`src/rtl/pipeline_pkg.sv`:
```
// Shared types and helpers for the valid/ready skid-buffer pipeline.
// Stage occupancy encoding and the width of the chain-wide occupancy count.
package pipeline_pkg;

    typedef enum logic [1:0] {
        STG_EMPTY = 2'd0,
        STG_ONE   = 2'd1,
        STG_TWO   = 2'd2
    } stage_state_t;

    // Width needed to count 0 .. 2*stages entries.
    function automatic int occ_width(input int stages);
        return $clog2(2 * stages + 1);
    endfunction

    function automatic logic [1:0] stage_count(input stage_state_t s);
        logic [1:0] n;
        n = 2'd0;
        case (s)
            STG_ONE: n = 2'd1;
            STG_TWO: n = 2'd2;
            default: n = 2'd0;
        endcase
        return n;
    endfunction

endpackage

```
`src/rtl/pipeline_skid_stage.sv`:
```
// One valid/ready register stage with a 2-entry skid buffer and a registered ready.
// State   | meaning
// EMPTY   | no entry held; main is stale
// ONE     | main holds the oldest entry; skid unused
// TWO     | main is oldest, skid is next; upstream is stalled via rdy_q
module pipeline_skid_stage
    import pipeline_pkg::*;
#(
    parameter int                WIDTH       = 32,
    parameter logic [WIDTH-1:0]  RESET_VALUE = '0
) (
    input  logic             clk,
    input  logic             reset,
    input  logic             flush,
    input  logic             in_valid,
    output logic             in_ready,
    input  logic [WIDTH-1:0] in_data,
    output logic             out_valid,
    input  logic             out_ready,
    output logic [WIDTH-1:0] out_data,
    output logic [1:0]       count
);

    stage_state_t     state, state_nxt;
    logic [WIDTH-1:0] main_q, main_nxt;
    logic [WIDTH-1:0] skid_q, skid_nxt;
    logic             rdy_q;
    logic             in_fire;
    logic             out_fire;

    assign in_ready  = rdy_q && !flush;
    assign out_valid = (state != STG_EMPTY);
    assign out_data  = main_q;
    assign count     = stage_count(state);

    assign in_fire  = in_valid && in_ready;
    assign out_fire = out_valid && out_ready;

    always_comb begin
        state_nxt = state;
        main_nxt  = main_q;
        skid_nxt  = skid_q;
        if (flush) begin
            state_nxt = STG_EMPTY;
            main_nxt  = RESET_VALUE;
            skid_nxt  = RESET_VALUE;
        end else begin
            case (state)
                STG_EMPTY: begin
                    if (in_fire) begin
                        main_nxt  = in_data;
                        state_nxt = STG_ONE;
                    end
                end
                STG_ONE: begin
                    if (in_fire && out_fire) begin
                        main_nxt = in_data;
                    end else if (in_fire) begin
                        skid_nxt  = in_data;
                        state_nxt = STG_TWO;
                    end else if (out_fire) begin
                        state_nxt = STG_EMPTY;
                    end
                end
                STG_TWO: begin
                    // rdy_q is low here, so only the drain side can move
                    if (out_fire) begin
                        main_nxt  = skid_q;
                        state_nxt = STG_ONE;
                    end
                end
                default: begin
                    state_nxt = STG_EMPTY;
                end
            endcase
        end
    end

    always_ff @(posedge clk or negedge reset) begin
        if (!reset) begin
            state  <= STG_EMPTY;
            main_q <= RESET_VALUE;
            skid_q <= RESET_VALUE;
            rdy_q  <= 1'b0;
        end else begin
            state  <= state_nxt;
            main_q <= main_nxt;
            skid_q <= skid_nxt;
            rdy_q  <= (state_nxt != STG_TWO);
        end
    end

endmodule

```
`src/rtl/pipeline_handshake_register.sv`:
```
// Chain of STAGES skid-buffered valid/ready stages with broadcast flush.
// Occupancy is the balanced-tree sum of the per-stage entry counts.
module pipeline_handshake_register
    import pipeline_pkg::*;
#(
    parameter int                WIDTH       = 32,
    parameter int                STAGES      = 1,
    parameter logic [WIDTH-1:0]  RESET_VALUE = '0
) (
    input  logic                          clk,
    input  logic                          reset,
    input  logic                          flush,
    input  logic                          in_valid,
    output logic                          in_ready,
    input  logic [WIDTH-1:0]              in_data,
    output logic                          out_valid,
    input  logic                          out_ready,
    output logic [WIDTH-1:0]              out_data,
    output logic [occ_width(STAGES)-1:0]  occupancy
);

    localparam int OCC_W  = occ_width(STAGES);
    localparam int LEAVES = 1 << $clog2(STAGES);

    logic [STAGES:0]  valid;
    logic [STAGES:0]  ready;
    logic [WIDTH-1:0] data  [STAGES+1];
    logic [1:0]       count [STAGES];
    logic [OCC_W-1:0] tree  [1:2*LEAVES-1];

    assign valid[0]      = in_valid;
    assign data[0]       = in_data;
    assign in_ready      = ready[0];
    assign out_valid     = valid[STAGES];
    assign out_data      = data[STAGES];
    assign ready[STAGES] = out_ready;

    for (genvar i = 0; i < STAGES; i++) begin : g_stage
        pipeline_skid_stage #(
            .WIDTH       (WIDTH),
            .RESET_VALUE (RESET_VALUE)
        ) u_stage (
            .clk       (clk),
            .reset     (reset),
            .flush     (flush),
            .in_valid  (valid[i]),
            .in_ready  (ready[i]),
            .in_data   (data[i]),
            .out_valid (valid[i+1]),
            .out_ready (ready[i+1]),
            .out_data  (data[i+1]),
            .count     (count[i])
        );
    end

    // Leaves beyond STAGES are padded with zero so the tree stays balanced.
    for (genvar i = 0; i < LEAVES; i++) begin : g_leaf
        if (i < STAGES) begin : g_used
            assign tree[LEAVES+i] = OCC_W'(count[i]);
        end else begin : g_pad
            assign tree[LEAVES+i] = '0;
        end
    end

    for (genvar k = 1; k < LEAVES; k++) begin : g_node
        assign tree[k] = tree[2*k] + tree[2*k+1];
    end

    assign occupancy = tree[1];

endmodule
```
`config.mk`:
```
export PLATFORM = sky130hd
export DESIGN_NAME = pipeline_handshake_register
export DESIGN_NICKNAME = d
export VERILOG_FILES = /design/src/rtl/pipeline_pkg.sv /design/src/rtl/pipeline_skid_stage.sv /design/src/rtl/pipeline_handshake_register.sv
export SDC_FILE = /design/constraint.sdc
export NUM_CORES = 1
export LEC_CHECK = 0
export ABC_AREA = 1
export BUFFER_PORTS_ARGS = -buffer_cell sky130_fd_sc_hd__buf_2
export CORE_ASPECT_RATIO = 1.2
export CORE_UTILIZATION = 50
export DETAILED_ROUTE_END_ITERATION = 10
export PLACE_DENSITY = 0.74
export REMOVE_ABC_BUFFERS = 1
export SETUP_SLACK_MARGIN = 0.4
export SYNTH_ARGS = -nofsm -noshare
export SYNTH_HDL_FRONTEND = slang
export SYNTH_HIERARCHICAL = 1
export SYNTH_SLANG_ARGS = --single-unit
```
`constraint.sdc`:
```
create_clock -name clk -period 1.6 [get_ports clk]
set_input_delay 0.32 -clock clk [delete_from_list [all_inputs] [get_ports clk]]
set_output_delay 0.32 -clock clk [all_outputs]
set_load 0.1 [all_outputs]
```
==> results of run 1 <==
-- kinds of logic after synthesis --
group           after synthesis  share of synthesized area, %
xor+xnor                      1                         0.255
flops                        67                          48.9
buf+inv                      73                          8.97
simple gates                338                          41.1
compound gates                4                         0.802
-- metrics by stage --
step | cells | setup WS [ns]
4_1_cts | 707 | 0.0828
3_5_place_dp | 628 | 0.0398
3_3_place_gp | 628 | 0.104
2_1_floorplan | 451 | -2.31
-- cells in the mapped netlist, types with 2 or more instances --
cell type,number,area (um2)
dfrtp_1,67,1680
buf_1,6,22.5
nand3_1,32,160
buf_2,18,90.1
nand2_1,199,747
buf_4,3,22.5
nand4_1,33,206
inv_1,38,143
inv_2,3,11.3
nand2_2,2,12.5
clkbuf_1,5,18.8
nor2_1,70,263
-- repair_timing --
action / in CTS
gates cloned: 18
pin swaps: 9
endpoints found under the hold margin: 25
hold buffers: 1
setup endpoints to repair: 102
resized for setup: 231
setup buffers: 44
==> flow_summary_export.csv, run 1 <==
group,metric,value,unit
clock_tree,cts_buffers,9,
place,port_buffers,72,
clock_tree,max-clock-path-buffers,2,
yosys,synthDistinctLibCells,19,
die,die_w,77.6,um
die,io_pins,73,
yosys,synthArstFlopShare,100,%
yosys,seq_area_frac_synth,48.9,%
clock_tree,clock-sinks,67,
yosys,yosysWarnings,6,
place,gp_congestion,0.839,
place,dp_hpwl,5220,um
die,die_h,92.7,um
timing,crit_endpoint,"g_stage[0].u_stage/skid_q[15]$_DFFE_PN0P_/D",
yosys,syn_area,3430,um2
clock_tree,root_buffer,"clkbuf_8",
clock_tree,h-tree-depth,3,
yosys,synth_edf_count,0,
die,start_util,52.6,%
outcome,status,"stopped before the end",
yosys,synth_seq_cells,67,
die,fp-row-count,32,
outcome,error,"[ERROR DPL-0038] Utilization greater than 100%, impossible to legalize",
outcome,lastStage,"global routing (5_1_grt)",
yosys,avgSynthCellArea,7.10,um2
place,place_area,4000,um2
yosys,yosys_most_used_dff,"dfrtp_1",
timing,worst_endpoint_kind,"register data pin",
yosys,synthCells,483,
global_routing,grt_max_degree,29,
==> run 2: changes to the inputs <==
- CORE_ASPECT_RATIO: 1.2 -> unset
- CORE_UTILIZATION: 50 -> 35
- PLACE_DENSITY: 0.74 -> unset
- PLACE_DENSITY_LB_ADDON: unset -> 0.15
- SETUP_SLACK_MARGIN: 0.4 -> unset
==> flow_summary_export.csv, run 2 <==
group,metric,value,unit
clock_tree,clock-sinks,67,
final_layout,register_area,1680,um2
power,vdd_drop_max,0.477,mV
global_routing,antenna_found_initial,0,
job,maxCapViolCount,0,
final_layout,multiInputGateArea,1470,um2
yosys,synth_edf_count,0,
final_layout,drive_gt1_share,21.4,%
timing,period_share,96.0,%
power,leakage,2.69,nW
yosys,avgSynthCellArea,7.10,um2
route,vias,3206,
setup_path,crit_required,1.28,ns
final_layout,layout_commonest_cell,"nand2_1",
timing,timing.final.crit_period,1.54,ns
route,drtAntennaViolNets,0,
yosys,synth_top_area_share,48.9,%
yosys,synth_seq_cells,67,
global_routing,grt_pass1_vias,3110,
yosys,yosys-mux-area-fraction,0,%
clock_tree,cts_buffers,9,
yosys,synth_area_leader_cell,"dfrtp_1",
yosys,synth_xor_area_share,0.255,%
timing,relSlewSlack,67.2,%
final_layout,nFillCells,980,
yosys,synthCells,483,
setup_path,cp-start-kind,"flip-flop",
place,dp_hpwl,5750,um
die,core_area,9370,um2
yosys,synth_compound_area_share,0.802,%
global_routing,grt_usage,18.9,%
die,die_area,10200,um2
global_routing,grt_max_degree,66,
timing,clock.fmax,0.651,GHz
worst_hold_path,hold_class,"in -> reg",
global_routing,grt_pass1_wl,15000,um
yosys,synthArstFlopShare,100,%
place,port_buffers,72,
setup_path,critPathKind,"reg -> out",
route,post_drt_wl_per_cell,12.7,um
timing,hold_ws,0.235,ns
final_layout,nNetsFinal,592,
timing,finalHoldViolations,0,
setup_path,path_max_fanout,3,
die,fp-row-count,35,
clock_tree,path_clk_slew,0.07,ns
timing,finalSetupViolCount,0,
die,start_util,36.6,%
timing,slew_violations,0,
clock_tree,insertion_delay,0.35,ns
route,route.detailed.drc,0,
final_layout,antennaDiodeCount,0,
global_routing,gr-total-overflow,0,
place,place_ws,0.0184,ns
yosys,synth_common_cells,"199 x nand2_1, 70 x nor2_1, 67 x dfrtp_1",
yosys,syn_area,3430,um2
setup_path,critPathArrivalTime,1.22,ns
yosys,synth_simple_gate_area_share,41.1,%
yosys,yosysMostFrequentCell,"nand2_1",
route,vias_per_cell,4.65,
die,die_w,101,um
place,gp_congestion,0.838,
final_layout,area_growth,26.7,%
route,drtIter0Drc,120,
route,drt_wl_total,8740,um
timing,setup_ws,0.0636,ns
timing,skew,0.0105,ns
clock_tree,max-clock-path-buffers,2,
clock_tree,h-tree-depth,3,
setup_path,end_kind,"primary output",
yosys,yosys_most_used_dff,"dfrtp_1",
timing,worst_pin_slew,0.495,ns
yosys,yosysWarnings,6,
yosys,synth_area_leaders,"dfrtp_1 49%, nand2_1 22%, nor2_1 7.7%, nand4_1 6.0%, nand3_1 4.7%",
yosys,synth_top_family_by_area,"simple AND/OR/NAND/NOR gates",
die,die_h,101,um
clock_tree,root_buffer,"clkbuf_8",
die,io_pins,73,
yosys,seq_area_frac_synth,48.9,%
route,first_pass_iters,4,
outcome,status,"finished clean",
yosys,synthAdderAreaFrac,0,%
clock_tree,cts_tree,"built",
final_layout,utilization,46.4,%
final_layout,mostFrequentLayoutCells,"196 x nand2_1, 70 x nor2_1, 67 x dfrtp_1, 67 x buf_2, 36 x inv_1",
yosys,synthDistinctLibCells,19,
power,p_per_area,1070,nW/um2
-- run 2: cell counts after synthesis --
No cell type changed its count.
-- run 2: area by class of cell --
class	count	area share (%)
multi-input cells	343	33.9
clock inverters	4	1.70
repair buffers	93	15.2
clock buffers	12	3.34
flip-flops and latches	67	38.6
well taps	129	3.71
inverters	41	3.54
-- run 2: cell families after synthesis --
kind of cell,after synthesis
buf+inv,73
flops,67
simple gates,338
xor+xnor,1
compound gates,4
-- run 2: final timing paths --
kind | start | slack (ns) | cells past startpoint | to
worst min-delay path | in_data[22] | 0.24 | 3 | g_stage[0].u_stage/skid_q[22]
worst min register to register | g_stage[0].u_stage/out_data[6] | 0.46 | 2 | g_stage[0].u_stage/out_data[6]
worst max register to register | g_stage[0].u_stage/state[1] | 0.16 | 8 | g_stage[0].u_stage/skid_q[0]
worst max-delay path | g_stage[0].u_stage/rdy_q | 0.06 | 4 | in_ready
min in group asynchronous | reset | 0.42 | 2 | g_stage[0].u_stage/out_data[0]
max in group asynchronous | reset | 0.63 | 3 | g_stage[0].u_stage/state[0]
-- run 2: repair_timing --
action | in CTS | in global routing
endpoints found under the hold margin | 23 | 0
hold buffers | 1 | 0
endpoints found under the setup margin | 0 | 61
buffers inserted | 0 | 1
gates resized for setup | 0 | 9
-- run 2: power breakdown --
| group | switching (W) | leakage [nW] | total, W | internal, W |
|---|---|---|---|---|
| clock | 0.000646 | 0.111 | 0.00157 | 0.000922 |
| sequential | 0.0000483 | 0.896 | 0.00184 | 0.00179 |
| combinational | 0.000968 | 1.68 | 0.00123 | 0.000260 |
-- run 2: critical path: stages (launching register included) --
cell,delay (ns)
dfrtp_1,0.40
inv_1,0.05
nor2_1,0.12
buf_4,0.14
buf_12,0.16
-- run 2: per-stage QoR --
| stage | cell area (um2) | setup TNS (ns) | std cells | power [W] |
|---|---|---|---|---|
| after CTS | 4310 | 0 | 688 | 0.00469 |
| after detailed placement | 4080 | 0 | 671 | 0.00310 |
| after global placement | 4080 | 0 | 671 | 0.00309 |
| after floorplan | 3280 | -125.38 | 451 | 0.00273 |
| after global routing | 4350 | -0.00311 | 689 | 0.00484 |
| final | 4350 | 0 | 689 | 0.00463 |
-- run 2: routing by layer --
metal / GRT usage [%] / wire length [um] / up-vias
li1: - / - / 1639
met1: 25.6 / 4140 / 1481
met2: 29.7 / 4000 / 75
met3: 3.95 / 494 / 11
met4: 7.69 / 102 / 0
met5: 0 / 0 / -
Note: power is estimated with default switching activity, not from simulation.
